$ cat config.mk
export PLATFORM = sky130hd
export DESIGN_NAME = j1_stack
export DESIGN_NICKNAME = d
export VERILOG_FILES = /design/src/rtl/j1_stack.sv
export SDC_FILE = /design/constraint.sdc
export NUM_CORES = 1
export LEC_CHECK = 0
export ABC_AREA = 0
export BUFFER_PORTS_ARGS = -buffer_cell sky130_fd_sc_hd__buf_2
export CAP_MARGIN = 20
export CORE_UTILIZATION = 55
export CTS_BUF_LIST = sky130_fd_sc_hd__clkbuf_16
export CTS_CLUSTER_DIAMETER = 120
export DETAILED_ROUTE_END_ITERATION = 6
export PLACE_DENSITY = 0.77
export SLEW_MARGIN = 20
export SYNTH_ARGS = -nofsm -noshare
export SYNTH_HDL_FRONTEND = slang
export SYNTH_SLANG_ARGS = --single-unit
$ cat constraint.sdc
create_clock -name clk -period 4.55 [get_ports clk]
set_input_delay 0.91 -clock clk [delete_from_list [all_inputs] [get_ports clk]]
set_output_delay 0.91 -clock clk [all_outputs]
set_load 0.05 [all_outputs]
$ cat src/rtl/j1_stack.sv
// Parametrised J1 register-file stack driven by a signed stack delta, with pick port and depth count.
// Optional overflow/underflow guarding is compiled in with `define J1_STACK_GUARD_EN.
module j1_stack #(
   parameter  int WIDTH   = 16,
   parameter  int DEPTH   = 32,
   parameter  int DELTA_W = 2,
   localparam int AW      = $clog2(DEPTH)
) (
   input  logic               clk,
   input  logic               reset_n,
   input  logic               en_i,
   input  logic [DELTA_W-1:0] delta_i,
   input  logic               we_i,
   input  logic [WIDTH-1:0]   wdata_i,
   output logic [WIDTH-1:0]   rd_data_o,
   input  logic [AW-1:0]      pick_i,
   output logic [WIDTH-1:0]   pick_data_o,
   output logic [AW:0]        depth_o,
   input  logic               clr_err_i,
   output logic               overflow_o,
   output logic               underflow_o
);

   logic [WIDTH-1:0]        mem_q [DEPTH];
   logic [AW:0]             cnt_q, cnt_d;
   logic                    ovf_q, ovf_d;
   logic                    unf_q, unf_d;
   logic signed [AW+1:0]    dext;
   logic signed [AW+1:0]    ncnt;
   logic [AW-1:0]           sp;
   logic [AW-1:0]           pick_addr;
   logic                    wr_en;

   assign sp        = cnt_q[AW-1:0];
   assign pick_addr = sp - pick_i;
   assign dext      = {{(AW+2-DELTA_W){delta_i[DELTA_W-1]}}, delta_i};
   assign ncnt      = $signed({1'b0, cnt_q}) + dext;

   always_comb begin
      cnt_d = cnt_q;
      wr_en = 1'b0;
`ifdef J1_STACK_GUARD_EN
      // A flag raised this cycle beats a simultaneous clear.
      ovf_d = ovf_q & ~clr_err_i;
      unf_d = unf_q & ~clr_err_i;
      if (en_i) begin
         if (ncnt > $signed((AW+2)'(DEPTH))) begin
            ovf_d = 1'b1;
         end else if (ncnt[AW+1]) begin
            unf_d = 1'b1;
         end else begin
            cnt_d = ncnt[AW:0];
            wr_en = we_i;
         end
      end
`else
      ovf_d = 1'b0;
      unf_d = 1'b0;
      if (en_i) begin
         cnt_d = {1'b0, ncnt[AW-1:0]};
         wr_en = we_i;
      end
`endif
   end

`ifndef J1_STACK_GUARD_EN
   // Circular build ignores the clear strobe and the count's upper bits.
   logic unused_bits;
   assign unused_bits = ^{clr_err_i, ncnt[AW+1:AW]};
`endif

   always_ff @(posedge clk or negedge reset_n) begin
      if (!reset_n) begin
         cnt_q <= '0;
         ovf_q <= 1'b0;
         unf_q <= 1'b0;
      end else begin
         cnt_q <= cnt_d;
         ovf_q <= ovf_d;
         unf_q <= unf_d;
      end
   end

   always_ff @(posedge clk) begin
      if (wr_en) mem_q[ncnt[AW-1:0]] <= wdata_i;
   end

   assign rd_data_o   = mem_q[sp];
   assign pick_data_o = mem_q[pick_addr];
   assign depth_o     = cnt_q;
   assign overflow_o  = ovf_q;
   assign underflow_o = unf_q;

endmodule
==> flow_summary.toml, run 1 <==
[cells_and_area]
final_cell_area_mm2 = 0.0297
drive_gt1_share_pct = 32.3
multi_input_area_mm2 = 0.0101
final-seq-area_mm2 = 0.0155
diodes = 0
final_nets = 1718
final_util_pct = 65.6
fillers = 3011
area_growth_pct = 17.7

[sta]
rsz0062_at_grt = "yes"
hold_viol_final = 0
layout_setup_ws_ns = -0.216
min_period_over_period_pct = 105
clock.fmax_mhz = 210
setup_viol = 15
slew_headroom_pct = 33.1
timing.setup.tns_ns = -1.87
skew_ns = 0.0141
worst_slew_pin_slew_ns = 0.998
slew_violations = 0
period_minus_slack_ns = 4.77

[clock_tree]
hold_buffers = 0
clkSinkCount = 517
cts-root-buf = "clkbuf_16"
clk_pin_slew_ns = 0.06
cts_max_path_buffers = 3
cts_made_buffers = 51
tritoncts = "yes"
clk_latency_ns = 0.59
htree_levels = 2

[critical_path]
critical_path_class = "reg -> out"
required_ns = 3.64
worstReg2RegEnd = "mem_q[16][14]"
crit_arrival_ns = 3.86
reg2reg_slack_ns = 0.76
crit_path_start_kind = "flip-flop"
crit_path_max_fanout = 17
crit_path_end_kind = "primary output"
worstRegToRegCells = 10
worstReg2RegStart = "depth_o[0]"

[grt]
antenna_found_initial = 2
grt_overflow = 0
grt_pass1_vias = 16400
grtUsageTotal_pct = 30.6
grt_pass1_wl_um = 105000
grt_max_degree = 131

[die]
ioPinCount = 68
rows = 78
core_area_mm2 = 0.0454
die_w_um = 216
die-area_mm2 = 0.0468
die_h_um = 216
start_util_pct = 55.7

[logic_synthesis]
syn_inst = 1605
syn_avg_cell_area_um2 = 15.7
yosysWarnings = 0
yosysSeqAreaShare_pct = 61.3
synth_cell_type_count = 31
synth-seq-cells = 517
synth_area_mm2 = 0.0253

[outcome]
failed_checks = "setup timing"
status = "complete, but fails checks"

[route]
routed_wl_um = 71800
dr.pass1.iters = 6
avgViaCountPerCell = 7.16
avgRoutedWirePerCell_um = 30.9
antenna_left = 0
drcViolationCount = 0
vias = 16600
first_iter_violations = 2304

[min_path]
hold_class = "in -> async"

[placed_design]
dpl_worst_slack_ns = -0.278
place.gp.congestion = 0.886
dp_hpwl_um = 39900
port_buffers = 63
placed_cell_area_mm2 = 0.0272

[flow_run]
drv_cap = 0
## registers in the layout, summed over array words and instances (netlist names)
register / count
mem_q: 512
depth_o: 5
## cells in the final DEF (no fill, tap or decap), types with 5 or more instances in the layout
master	n
buf_6	15
a21oi_1	5
ha_1	7
buf_12	22
nand2_1	60
a2111oi_0	82
mux2i_4	16
edfxtp_1	512
mux2i_1	38
buf_2	48
clkinv_1	10
nor2b_1	240
inv_1	26
nand3_1	18
xnor2_1	5
clkbuf_16	55
mux4_2	160
buf_16	6
nor4_1	53
mux2i_2	9
nor4_2	7
clkinv_2	8
a2111oi_2	71
buf_4	82
nor2_2	32
a2111oi_1	87
## critical path, cell delays in order (launching register included)
cell       delay, ns
dfrtp_4         0.43
inv_4           0.04
ha_4            0.15
fa_4            0.86
buf_12          0.21
buf_4           0.23
nor2b_1         0.07
a2111oi_1       0.46
nor4_2          0.13
mux2i_2         0.34
mux2i_4         0.11
buf_4           0.21
## cell families (layout without fill, tap and decap cells)
family	after synthesis	after routing	synth area share, %
AO/OA/AOI/OAI	251	251	8.57
XOR/XNOR	11	11	0.490
adder cells (fa/ha/maj)	10	10	0.555
buffers and inverters	168	283	2.74
flip-flops	517	517	61.3
multiplexers	225	225	16.8
other	1	3	0.0148
AND/OR/NAND/NOR	422	422	9.45
## layer usage
metal	GRT usage [%]	wire [um]	up-vias
li1	-	-	6850
met1	42.3	26400	8409
met2	47.4	33700	1171
met3	7.34	8730	196
met4	12.0	2830	4
met5	0	17	-
## Yosys cell counts (all sizes together)
| master | n | area share, % |
|---|---|---|
| clkbuf | 118 | 1.8 |
| inv | 7 | 0.10 |
| nand3 | 18 | 0.36 |
| nor2b | 242 | 6.0 |
| buf | 42 | 0.87 |
| a21oi | 5 | 0.099 |
| nand4 | 3 | 0.074 |
| mux2i | 63 | 2.5 |
| dfrtp | 5 | 0.50 |
| or3 | 1 | 0.025 |
| or3b | 1 | 0.035 |
| a2111oi | 240 | 8.3 |
| ha | 8 | 0.40 |
| xnor3 | 2 | 0.18 |
| o21ai | 3 | 0.059 |
| xor2 | 1 | 0.035 |
| edfxtp | 512 | 61 |
| conb | 1 | 0.015 |
| mux4 | 160 | 14 |
| a21o | 3 | 0.089 |
| mux2 | 2 | 0.089 |
| xnor2 | 8 | 0.28 |
| nand2 | 60 | 0.89 |
| nor2 | 35 | 0.52 |
| nor4 | 60 | 1.5 |
| and4 | 2 | 0.069 |
| fa | 2 | 0.16 |
| clkinv | 1 | 0.015 |
## what timing repair did
item	in CTS	in global routing
hold endpoints to repair	0	0
pin swaps	7	3
resized for setup	179	108
setup endpoints to repair	18	23
gates cloned	4	2
buffers inserted	5	0
## worst max path at each step
stage	startpoint	to	slack [ns]	cells past startpoint
global route	depth_o[0]	pick_data_o[15]	-0.31	11
floorplan	depth_o[0]	pick_data_o[14]	0.05	14
finish	depth_o[0]	pick_data_o[15]	-0.22	11
detailed placement	pick_i[0]	pick_data_o[4]	-0.28	11
global placement	pick_i[0]	pick_data_o[4]	-0.17	11
CTS	depth_o[0]	pick_data_o[7]	-0.14	12
## through the flow
| stage | std cells | hold slack [ns] |
|---|---|---|
| after CTS | 2320 | 0.106 |
| after global routing | 2322 | 0.116 |
| final | 2322 | 0.120 |
| after detailed placement | 2216 | 0.679 |
| after global placement | 2216 | 0.638 |
| after floorplan | 1607 | 0.614 |
## cell type report
| class | count | share of cell area, % |
|---|---|---|
| Clock buffer | 53 | 4.46 |
| Clock inverter | 42 | 0.774 |
| Inverter | 8 | 0.114 |
| Multi-Input combinational cell | 922 | 33.9 |
| Sequential cell | 517 | 52.1 |
| Tap cell | 600 | 2.52 |
| Timing Repair Buffer | 180 | 6.14 |
Power of run 1 is left out: the tool's default activity adds up to more than one toggle a clock period on the data nets, which glitch-free logic cannot reach.
==> run 2, diff against run 1 <==
--- a/config.mk
+++ b/config.mk
@@ -12,7 +12,7 @@
 export CTS_BUF_LIST = sky130_fd_sc_hd__clkbuf_16
 export CTS_CLUSTER_DIAMETER = 120
 export DETAILED_ROUTE_END_ITERATION = 6
-export PLACE_DENSITY = 0.77
+export PLACE_DENSITY = 0.72
 export SLEW_MARGIN = 20
 export SYNTH_ARGS = -nofsm -noshare
 export SYNTH_HDL_FRONTEND = slang
==> run 2 against run 1 <==
The run still ends with setup timing left. Sequential share of layout area down 1.9 points. Wire length is 7.4% higher. Hold slack worse by 0.0074 ns. Fmax grew 1.8%. Final cell count is 1.8% higher. Critical path depth rose by 2. Global-route usage increased by 1.7 points. Die area unchanged. Clock skew shrank 0.0016 ns. Via count increased by 2.9%. Non-clock buffer count up 39. Critical path type unchanged. Largest cell class unchanged.
==> flow_summary.toml, run 2 (synthesized netlist as in run 1, its figures left out) <==
[sta]
rsz0062_at_grt = "yes"
clock.fmax_mhz = 214
worst_slew_pin_slew_ns = 0.968
skew_ns = 0.0125
timing.setup.tns_ns = -1.14
slew_headroom_pct = 35.5
hold_viol_final = 0
period_minus_slack_ns = 4.68
layout_setup_ws_ns = -0.132
slew_violations = 0
setup_viol = 15
min_period_over_period_pct = 103

[critical_path]
crit_path_start_kind = "flip-flop"
required_ns = 3.64
crit_path_max_fanout = 21
endpoint = "pick_data_o[7]"
critical_path_class = "reg -> out"
worstReg2RegEnd = "mem_q[16][6]"
worstRegToRegCells = 10
crit_arrival_ns = 3.77
reg2reg_slack_ns = 0.58
worstReg2RegStart = "depth_o[0]"
crit_path_end_kind = "primary output"
startpoint = "depth_o[0]"

[clock_tree]
cts-root-buf = "clkbuf_16"
htree_levels = 2
cts_max_path_buffers = 3
cts_made_buffers = 52
clkSinkCount = 517
tritoncts = "yes"
clk_pin_slew_ns = 0.06
clk_latency_ns = 0.61

[placed_design]
dp_hpwl_um = 42800
placed_cells = 2237
dpl_worst_slack_ns = -0.268
place.gp.congestion = 0.869
port_buffers = 63
placed_cell_area_mm2 = 0.0274

[route]
drcViolationCount = 0
first_iter_violations = 2315
avgViaCountPerCell = 7.24
routed_wl_um = 77000
dr.pass1.iters = 5
antenna_left = 0
avgRoutedWirePerCell_um = 32.6
vias = 17100

[die]
die_h_um = 216
rows = 78
die-area_mm2 = 0.0468
ioPinCount = 68
core_area_mm2 = 0.0454
start_util_pct = 55.7
die_w_um = 216

[outcome]
status = "complete, but fails checks"
failed_checks = "setup timing"

[cells_and_area]
mostFrequentLayoutCells = "edfxtp_1, nor2b_1, mux4_2"
largest_reg_flops = 512
mostFrequentLayoutCell = "edfxtp_1"
fin_cells = 2364
area_growth_pct = 22.1
fillers = 2927
final_nets = 1758
final_cell_area_mm2 = 0.0309
drive_gt1_share_pct = 37.5

[grt]
grt_pass1_wl_um = 110000
grtUsageTotal_pct = 32.3
antenna_found_initial = 2
grt_max_degree = 131
grt_overflow = 0
grt_pass1_vias = 16700

[min_path]
hold_class = "in -> async"

[flow_run]
drv_cap = 0
[run 2: changes by cell type in the layout (fill, tap and decap cells not counted), sizes merged]
cell	change
clkinvlp	-3
diode	+1
inv	-8
bufinv	+4
clkinv	+9
clkbuf	+5
buf	+35
bufbuf	-1
[run 2: final cells by class]
cell class                 instances  area (um^2)  share of cell area, %
tap                              600          751                   2.43
multi-input combinational        922        10500                   34.0
antenna                            1         2.50                0.00811
clock buffer                      53         1330                   4.30
timing repair buffer             219         2380                   7.72
inverter                           8         35.0                  0.114
sequential                       517        15500                   50.3
clock inverter                    44          358                   1.16
[run 2: per-layer routing]
metal	wire (um)	GRT usage, %	vias to the layer above
met5	10	0	-
met4	2850	11.6	2
met3	9880	8.35	214
met2	36200	49.9	1227
met1	28100	44.6	8718
li1	-	-	6954
[run 2: worst min-delay path by stage]
stage / to / slack [ns] / cells after the start
6_report: depth_o[0] / 0.11 / 1
5_1_grt: depth_o[1] / 0.10 / 1
4_1_cts: depth_o[1] / 0.09 / 1
3_5_place_dp: depth_o[0] / 0.70 / 2
3_3_place_gp: depth_o[0] / 0.67 / 2
2_1_floorplan: depth_o[0] / 0.61 / 0
[run 2: per-stage QoR]
stage | util [%] | hold WS (ns)
floorplan | - | 0.614
global placement | 60.4 | 0.671
detailed placement | 60.4 | 0.697
CTS | 65.5 | 0.0874
global route | 68.0 | 0.103
finish | 68.0 | 0.113
[run 2: repair_timing]
| action | CTS | global route |
|---|---|---|
| gates resized for setup | 138 | 262 |
| cloned | 6 | 9 |
| hold buffers | 0 | 0 |
| pin swaps | 8 | 26 |
| buffers inserted | 7 | 10 |
| endpoints found under the setup margin | 16 | 16 |
[run 2: critical path, cell delays in order, from the launching register on]
cell and delay, ns:
dfrtp_4 0.49, inv_4 0.07, ha_4 0.13, fa_4 0.68, buf_12 0.21, buf_12 0.16
buf_6 0.16, nor2b_1 0.17, a2111oi_2 0.07, nor4_1 0.32, mux2i_1 0.14, buf_4 0.18
mux2i_4 0.20, buf_12 0.17
Power of run 2 is left out for the same reason.
